## src/rtl/fetch_unit_pkg.sv

```systemverilog
// mips_fetch_pkg: shared constants for the MIPS instruction-fetch stage.
//   - FSM state encodings (REQ / HOLD / DROP)
//   - BUBBLE_OPCODE: opcode the IF/ID register loads when cleared
//   - PC_INC: sequential PC step
package mips_fetch_pkg;

  typedef logic [1:0] state_t;

  localparam state_t ST_REQ  = 2'd0;  // request outstanding to instruction memory
  localparam state_t ST_HOLD = 2'd1;  // fetched word buffered, waiting for stall to drop
  localparam state_t ST_DROP = 2'd2;  // redirect arrived mid-request; discard the late word

  localparam logic [5:0]  BUBBLE_OPCODE = 6'b111111;
  localparam logic [31:0] PC_INC        = 32'd4;

endpackage

```

## src/rtl/fetch_unit_if.sv

```systemverilog
// fetch_unit_if: request/acknowledge bus between the fetch stage and
// instruction memory.
//   imem_req   fetch request; address held stable until acknowledged
//   imem_addr  fetch address
//   imem_ack   memory returns imem_rdata this cycle (same-cycle ack allowed)
//   imem_rdata fetched word, valid only with imem_ack
// Modports: master = fetch stage, slave = memory.
interface fetch_unit_if;

  logic        imem_req;
  logic [31:0] imem_addr;
  logic        imem_ack;
  logic [31:0] imem_rdata;

  modport master (output imem_req, output imem_addr, input imem_ack, input imem_rdata);
  modport slave  (input imem_req, input imem_addr, output imem_ack, output imem_rdata);

endinterface

```

## src/rtl/fetch_unit.sv

```systemverilog
// fetch_unit: IF stage of the MIPS pipeline. Owns the PC, handshakes with
// instruction memory, and drives the IF/ID register (instruction/awrite/aclr).
// One fetched word is buffered to ride out ID stalls; branch/jump redirects
// flush IF/ID with a bubble.
//   clk, rst_n      clock, asynchronous active-low reset
//   imem            instruction memory bus (master side)
//   stall           ID cannot accept a new instruction; IF/ID holds
//   branch_taken    resolved taken branch, target on branch_target
//   jump            J-type in ID, index on jump_index
//   instruction     word presented to IF/ID
//   awrite, aclr    IF/ID write enable / clear-to-bubble
//   id_pc_plus4     PC+4 of the instruction sitting in IF/ID
module fetch_unit
  import mips_fetch_pkg::*;
#(
  parameter logic [31:0] RESET_PC = 32'h0000_0000
) (
  input  logic               clk,
  input  logic               rst_n,
  fetch_unit_if.master       imem,
  input  logic               stall,
  input  logic               branch_taken,
  input  logic [31:0]        branch_target,
  input  logic               jump,
  input  logic [25:0]        jump_index,
  output logic [31:0]        instruction,
  output logic               awrite,
  output logic               aclr,
  output logic [31:0]        id_pc_plus4
);

  state_t      state;
  logic [31:0] pc;
  logic [31:0] redir_pc;
  logic [31:0] hold_buf;
  logic [31:0] hold_pc4;

  logic        redirect;
  logic [31:0] target;
  logic [31:0] pc_next_seq;
  logic        use_hold;

  assign redirect    = branch_taken | jump;
  // branch_taken has priority: it comes from a later, older instruction.
  assign target      = branch_taken ? branch_target
                                    : {id_pc_plus4[31:28], jump_index, 2'b00};
  assign pc_next_seq = pc + PC_INC;  // 32-bit wrap-around is intended

  // Gated with rst_n so no request escapes while reset is held.
  assign imem.imem_req  = rst_n && ((state == ST_REQ) || (state == ST_DROP));
  assign imem.imem_addr = pc;

  // NOTE: every output gets a default first so no path can infer a latch.
  always_comb begin
    awrite   = 1'b0;
    aclr     = 1'b0;
    use_hold = 1'b0;
    if (!rst_n || redirect) begin
      // Flush overrides stall: the wrong-path instruction must leave IF/ID.
      awrite = 1'b1;
      aclr   = 1'b1;
    end else begin
      case (state)
        ST_REQ: begin
          awrite = !stall;
          aclr   = !imem.imem_ack;  // nothing arrived: bubble
        end
        ST_HOLD: begin
          awrite   = !stall;
          use_hold = 1'b1;
        end
        default: begin  // ST_DROP: the word in flight is wrong-path
          awrite = !stall;
          aclr   = 1'b1;
        end
      endcase
    end
  end

  always_comb begin
    if (aclr)          instruction = {BUBBLE_OPCODE, 26'b0};
    else if (use_hold) instruction = hold_buf;
    else               instruction = imem.imem_rdata;
  end

  // NOTE: every state register is reset so the stage restarts from a known
  // PC regardless of where a request was abandoned.
  always_ff @(posedge clk or negedge rst_n) begin
    if (!rst_n) begin
      state       <= ST_REQ;
      pc          <= RESET_PC;
      redir_pc    <= '0;
      hold_buf    <= '0;
      hold_pc4    <= '0;
      id_pc_plus4 <= '0;
    end else begin
      // NOTE: non-blocking assignments so all registers update from the same
      // pre-edge values.
      case (state)
        ST_REQ: begin
          if (redirect) begin
            if (imem.imem_ack) begin
              pc <= target;
            end else begin
              // Request is in flight and its address must stay stable:
              // park the target until memory answers.
              redir_pc <= target;
              state    <= ST_DROP;
            end
          end else if (imem.imem_ack) begin
            pc <= pc_next_seq;
            if (stall) begin
              hold_buf <= imem.imem_rdata;
              hold_pc4 <= pc_next_seq;
              state    <= ST_HOLD;
            end else begin
              id_pc_plus4 <= pc_next_seq;
            end
          end
        end
        ST_HOLD: begin
          if (redirect) begin
            pc    <= target;
            state <= ST_REQ;
          end else if (!stall) begin
            id_pc_plus4 <= hold_pc4;
            state       <= ST_REQ;
          end
        end
        default: begin  // ST_DROP
          if (imem.imem_ack) begin
            pc    <= redirect ? target : redir_pc;
            state <= ST_REQ;
          end else if (redirect) begin
            redir_pc <= target;
          end
        end
      endcase
    end
  end

endmodule

```

## src/flat_wrapper.sv

```systemverilog
// flat-port wrapper written by rule: the top's interface ports become plain ports
module fetch_unit_flat import mips_fetch_pkg::*;
#(
  parameter logic [31:0] RESET_PC = 32'h0000_0000
)
  (clk, rst_n, stall, branch_taken, branch_target, jump, jump_index, instruction, awrite, aclr, id_pc_plus4, imem_imem_req, imem_imem_addr, imem_imem_ack, imem_imem_rdata);
  fetch_unit_if imem_i ();
  input  logic clk;
  input  logic rst_n;
  input  logic stall;
  input  logic branch_taken;
  input  logic [31:0] branch_target;
  input  logic jump;
  input  logic [25:0] jump_index;
  output logic [31:0] instruction;
  output logic awrite;
  output logic aclr;
  output logic [31:0] id_pc_plus4;
  output wire logic [$bits(imem_i.imem_req)-1:0] imem_imem_req;
  output wire logic [$bits(imem_i.imem_addr)-1:0] imem_imem_addr;
  input wire logic [$bits(imem_i.imem_ack)-1:0] imem_imem_ack;
  input wire logic [$bits(imem_i.imem_rdata)-1:0] imem_imem_rdata;
  assign imem_imem_req = imem_i.imem_req;
  assign imem_imem_addr = imem_i.imem_addr;
  assign imem_i.imem_ack = imem_imem_ack;
  assign imem_i.imem_rdata = imem_imem_rdata;
  fetch_unit #(.RESET_PC(RESET_PC)) u_core (.clk(clk), .rst_n(rst_n), .imem(imem_i), .stall(stall), .branch_taken(branch_taken), .branch_target(branch_target), .jump(jump), .jump_index(jump_index), .instruction(instruction), .awrite(awrite), .aclr(aclr), .id_pc_plus4(id_pc_plus4));
endmodule
```

## config.mk

```make
export PLATFORM = sky130hd
export DESIGN_NAME = fetch_unit_flat
export DESIGN_NICKNAME = d
export VERILOG_FILES = /design/src/rtl/fetch_unit_pkg.sv /design/src/rtl/fetch_unit_if.sv /design/src/rtl/fetch_unit.sv /design/src/flat_wrapper.sv
export SDC_FILE = /design/constraint.sdc
export NUM_CORES = 1
export LEC_CHECK = 0
export BUFFER_PORTS_ARGS = -buffer_cell sky130_fd_sc_hd__buf_4
export CORE_ASPECT_RATIO = 1.75
export CORE_UTILIZATION = 55
export CTS_CLUSTER_DIAMETER = 120
export DETAILED_ROUTE_END_ITERATION = 10
export PLACE_DENSITY_LB_ADDON = 0.2
export SLEW_MARGIN = 15
export SYNTH_ARGS = -nofsm -noshare
export SYNTH_HDL_FRONTEND = slang
export SYNTH_SLANG_ARGS = --single-unit
```

## constraint.sdc

```tcl
create_clock -name clk -period 2.24 [get_ports clk]
set_clock_uncertainty 0.1 [all_clocks]
set_input_delay 0 -clock clk [delete_from_list [all_inputs] [get_ports clk]]
set_output_delay 0 -clock clk [all_outputs]
set_load 0.05 [all_outputs]
```

==> results of run 1 <==
## stage by stage
stage | hold WS [ns] | util, %
after floorplan | -0.396 | -
after detailed placement | -0.219 | 69.3
after global placement | -0.218 | 69.3
final | 0.0250 | 81.8
after global routing | 0.0539 | 81.8
after CTS | 0.000529 | 80.9
## synth_stat cells, types with 5 or more instances
cell type / instances / area [µm²]
nand2_1: 200 / 751
dfrtp_1: 162 / 4050
nor2_1: 90 / 338
a21oi_1: 74 / 370
o21ai_0: 74 / 370
clkbuf_1: 44 / 165
mux2i_1: 33 / 330
o22ai_1: 33 / 206
buf_2: 28 / 140
nand3_1: 28 / 140
and3_1: 19 / 119
nor3_1: 17 / 85.1
xnor2_1: 17 / 149
a31oi_1: 15 / 93.8
a21o_1: 13 / 97.6
nand4_1: 12 / 75.1
o21ai_1: 12 / 60.1
a22oi_1: 10 / 75.1
nor2b_1: 10 / 62.6
o2bb2ai_1: 10 / 87.6
a221o_1: 9 / 90.1
inv_1: 9 / 33.8
or3_1: 8 / 50.1
a22o_1: 7 / 61.3
xor2_1: 7 / 61.3
a221oi_1: 6 / 52.6
o21a_1: 6 / 45.0
o22a_1: 6 / 52.6
buf_4: 5 / 37.5
nand2b_1: 5 / 31.3
## final timing paths
| kind | end | depth (start not counted) | startpoint | slack, ns |
|---|---|---|---|---|
| max | instruction[30] | 7 | u_core.state[1] | -0.05 |
| min | u_core.imem.imem_addr[26] | 4 | imem_imem_ack | 0.03 |
| max reg2reg | u_core.imem.imem_addr[16] | 10 | u_core.state[1] | 0.03 |
| min reg2reg | u_core.hold_pc4[18] | 2 | u_core.hold_pc4[18] | 0.38 |
| max in group asynchronous | u_core.state[1] | 3 | rst_n | 0.55 |
| min in group asynchronous | u_core.imem.imem_addr[10] | 3 | rst_n | 0.12 |
## repair_timing
action / CTS / global route
pin swaps: 0 / 1
endpoints found under the hold margin: 237 / 0
endpoints found under the setup margin: 23 / 43
resized for setup: 40 / 30
hold buffers: 98 / 0
setup buffers: 6 / 8
cloned: 3 / 0
## worst max-delay path: cells and delay by family (launching register included)
kind            cells  cell delay, ns
buf+inv             4            0.68
flops               1            0.43
compound gates      1            0.38
simple gates        2            0.25
## final cells by class
cell class | count | area, µm² | share of cell area (%)
Timing Repair Buffer | 392 | 3470 | 26.8
Sequential cell | 162 | 4070 | 31.5
Inverter | 10 | 37.5 | 0.291
Tap cell | 189 | 236 | 1.83
Clock buffer | 19 | 453 | 3.51
Multi-Input combinational cell | 783 | 4540 | 35.1
Clock inverter | 13 | 116 | 0.901
## logic make-up after synthesis
family	count (synthesis)	share of synthesized area, %
AO/OA/AOI/OAI	306	21.9
XOR/XNOR	24	2.37
adder cells (fa/ha/maj)	1	0.141
buffers and inverters	92	4.60
flip-flops	162	45.7
multiplexers	35	3.98
AND/OR/NAND/NOR	417	21.3
## power breakdown
part           total [mW]  leakage [nW]  internal (mW)  switching [mW]
clock network        2.90         0.274           1.52            1.38
registers            4.37          1.98           3.75           0.622
logic                4.55          3.79           1.65            2.89
## layer usage
layer	global-route usage (%)	up-vias
met5	0	-
met4	26.3	0
met3	7.06	198
met2	71.1	645
met1	44.7	4764
li1	-	4356
## sequential cells by signal, summed over array words and instances (netlist names)
register / cells
u_core.hold_buf: 32
u_core.hold_pc4: 32
u_core.id_pc_plus4: 32
u_core.imem.imem_addr: 32
u_core.redir_pc: 32
u_core.state: 2
==> results.toml, run 1 <==
[run_status]
outcome = "finished, violations left"
violations = "design-rule violations, negative setup slack"

[clock_network]
numCtsBuffers = 17
cts_tree = "yes"
clk_pin_slew_worst_paths_ns = 0.07
clock_latency_ns = 0.44
numClockSinks = 162
ctsHtreeMaxLevel = 4
clk_path_buf_depth = 2
cts_root_buf = "clkbuf_16"

[placement]
gp_congestion = 0.964
dp.cells = 1422
port-buffer-count = 194
pre_cts_ws_ns = 0.102
dp.final_hpwl_um = 20600
placed_area_mm2 = 0.0110

[die]
boundaryPins = 195
die_h_um = 170
rows = 61
core_region_area_mm2 = 0.0158
design.die.area_mm2 = 0.0166
start_util_pct = 56.1
die_x_um = 98.0

[setup_path]
cp_max_fo = 32
critPathRequiredTime_ns = 2.14
path_class = "register to primary output"
critical_path.cell_chain = "buf_4 > buf_4 > nor2b_4 > nand3_1 > buf_6 > a221o_1 > buf_6"
cp_slowest_cell = "dfrtp_2"
cpPeakStageDelay_ns = 0.43
worstPathArrival_ns = 2.19
worstSetupEndpointType = "primary output"
critical_path.startpoint_type = "register"

[sta]
min_period_ns = 2.29
period_share_pct = 102
setup_tns_ns = -0.171
slew_headroom_pct = 35.1
tightest_slew_ns = 0.970
rsz0062_at_grt = "yes"
slew_viol_final = 0
setup_violations = 7
timing.final.hold_violations = 0
setup_ws_ns = -0.0497
fmax_mhz = 437

[grt]
grt_max_degree = 86
grt_pass1_wl_um = 52200
grt-ovfl-total = 0
antenna_found_initial = 0
grt_usage_pct = 40.4
first_global_vias = 9943

[layout]
final_cell_area_mm2 = 0.0129
final_cell_count_no_fill = 1568
final_common_cell = "buf_4"
final_cell_mix = "buf_4, nand2_1, dfrtp_1"
area_delta_synth_final_pct = 45.8
layout-drive-gt1-share_pct = 27.8
antenna_cells = 0
fin_nets = 1463
fillerInstances = 935

[route]
dr_wl_met2_um = 17500
wl_met1_um = 11800
drtIter0Drc = 933
dr_wl_met3_um = 2570
dr.max_layer_used = "met4"
dr.pass1.iters = 9
vias = 9963
viasPerCell = 6.35
drc = 10
wl_per_cell_um = 21.8
wl_um = 34200
antenna_left = 0

[worst_hold_path]
worstHoldPathType = "input port to register"

[synthesis]
synth_seq_area_share_pct = 45.7
ys_ff_latch = 162
synth_area_per_cell_um2 = 8.54
synthArstFlopShare_pct = 100
synthFlopType = "dfrtp_1"
synthesis.nets = 1134
synth_cell_types = 62
ys_warn_count = 0
synth_area_mm2 = 0.00886
synthCells = 1037
synth_edf_count = 0

[pwr]
p_leak_nw = 6.05
peakVddDrop_uv = 513
power_mw = 11.8
p_per_area_mw_per_mm2 = 915

[job]
maxCapViolCount = 0
No activity file was read; power rests on OpenSTA's default activity.
==> inputs of run 2 (changes only) <==
CORE_ASPECT_RATIO = unset   (was 1.75)
CTS_CLUSTER_SIZE = 14   (was unset)
GPL_TIMING_DRIVEN = 0   (was unset)
==> run 2 against run 1 <==
  * Largest cell class unchanged
  * Power is 0.24% lower
  * Routed wire length is 5.4% higher
  * Core utilization shrank 0.67 points
  * The flow finishes with violations (negative hold slack, negative setup slack)
==> results.toml, run 2 (synthesized netlist as in run 1, its figures left out) <==
[grt]
grt_usage_pct = 41.0
antenna_found_initial = 0
first_global_vias = 9542
grt_pass1_wl_um = 51300
grt-ovfl-total = 0
grt_max_degree = 92

[die]
boundaryPins = 195
rows = 46
design.die.area_mm2 = 0.0166
die_h_um = 129
core_region_area_mm2 = 0.0158
die_x_um = 129
start_util_pct = 56.0

[sta]
slew_viol_final = 0
rsz0062_at_grt = "yes"
whs_ns = -0.581
setup_violations = 18
setup_ws_ns = -0.109
tightest_slew_ns = 1.11
timing.final.hold_violations = 162
period_share_pct = 105
fmax_mhz = 426
slew_headroom_pct = 26.0
min_period_ns = 2.35

[clock_network]
cts_root_buf = "clkbuf_16"
numCtsBuffers = 17
clk_pin_slew_worst_paths_ns = 0.07
clock_latency_ns = 0.44
cts_hold_buf = 95
numClockSinks = 162
cts_tree = "yes"
clk_path_buf_depth = 2
ctsHtreeMaxLevel = 4

[pwr]
comb_power_share_pct = 37.3
p_clk_share_pct = 24.2
peakVddDrop_uv = 640
p_int_mw = 6.80
p_per_area_mw_per_mm2 = 918
p_leak_nw = 5.92
p_sw_mw = 4.99
seq_power_share_pct = 38.4
swShare_pct = 42.3

[setup_path]
critical_path.startpoint_type = "register"
cpPeakStageDelay_ns = 0.75
cp_max_fo = 9
path_class = "register to register"
critPathRequiredTime_ns = 2.47
worstPathArrival_ns = 2.57
cp_slowest_cell = "nor4b_2"
critical_path.cell_chain = "nor4b_2 > and2_1 > a221oi_2 > o21a_1 > o22a_1"
worstSetupEndpointType = "register"

[layout]
postLayoutCoreUtil_pct = 81.1
final_cell_mix = "nand2_1, buf_4, dfrtp_1"
area_delta_synth_final_pct = 44.9
final_common_cell = "nand2_1"
fin_nets = 1455
antenna_cells = 0
fillerInstances = 921
seq_area_mm2 = 0.00407
multiInputGateArea_mm2 = 0.00473
layout-drive-gt1-share_pct = 27.4

[route]
dr.pass1.iters = 9
drtIter0Drc = 1656
vias = 10400
viasPerCell = 6.58
wl_um = 36000
wl_per_cell_um = 22.7
drc = 0
antenna_left = 0

[placement]
port-buffer-count = 191
gp_congestion = 0.956
dp.final_hpwl_um = 21300

[run_status]
violations = "negative hold slack, negative setup slack"
outcome = "finished, violations left"

[job]
maxCapViolCount = 0

[worst_hold_path]
worstHoldPathType = "input port to asynchronous set/reset pin"
==> run 2: path summary, 6_finish.rpt <==
path / from / end / slack, ns / cells past startpoint
min in group clk: imem_imem_ack / u_core.hold_pc4[30] / 0.01 / 4
setup reg to reg: u_core.state[0] / u_core.imem.imem_addr[25] / -0.11 / 5
setup / recovery: u_core.state[0] / u_core.imem.imem_addr[25] / -0.11 / 5
hold reg to reg: u_core.hold_pc4[28] / u_core.hold_pc4[28] / 0.37 / 2
hold / removal: rst_n / u_core.id_pc_plus4[23] / -0.58 / 1
max in group asynchronous: rst_n / u_core.imem.imem_addr[2] / 1.69 / 2
==> run 2: layout make-up <==
| type | count | share of cell area (%) |
|---|---|---|
| Multi-Input combinational cell | 783 | 36.9 |
| Sequential cell | 162 | 31.7 |
| Timing Repair Buffer | 307 | 21.1 |
| Clock buffer | 20 | 3.64 |
| Buffer | 77 | 3.52 |
| Tap cell | 216 | 2.11 |
| Clock inverter | 12 | 0.780 |
| Inverter | 10 | 0.292 |
==> run 2: layer usage <==
layer	wire (µm)	vias to the layer above	global-route usage (%)
met2	16800	933	65.4
met1	12600	4905	52.0
li1	-	4347	-
met5	0	-	0
met3	4300	262	10.2
met4	2410	0	20.5
==> run 2: power groups by stage <==
stage / Sequential (mW) / Clock [mW] / Combinational [mW]
finish: 4.53 / 2.86 / 4.40
global route: 4.59 / 2.96 / 4.66
CTS: 4.41 / 2.80 / 4.15
detailed placement: 4.44 / 0 / 3.95
global placement: 4.40 / 0 / 3.86
floorplan: 5.42 / 0 / 1.52
==> run 2: critical path, delay by kind of cell, from the launching register on <==
kind	cells	cell delay (ns)
and+or+nand+nor	2	1.16
AOI/OAI and AO/OA	3	0.53
DFF	1	0.45
==> run 2: repair_timing <==
item	4_1_cts	5_1_grt
gates resized for setup	74	97
setup buffers	9	9
pin swaps	4	12
endpoints found under the hold margin	238	74
endpoints found under the setup margin	160	152
cloned	1	1
==> run 2: per-stage QoR <==
step	worst slack, ns	cell area, µm²	total power [mW]	TNS, ns	std cells
2_1_floorplan	-0.0632	8880	6.95	-0.569	1037
6_report	-0.109	12800	11.8	-0.800	1587
3_5_place_dp	-0.635	10600	8.39	-18.62	1445
4_1_cts	-0.0554	12400	11.4	-0.333	1580
5_1_grt	-0.110	12800	12.2	-2.02	1587
3_3_place_gp	-1.08	10600	8.26	-46.81	1444
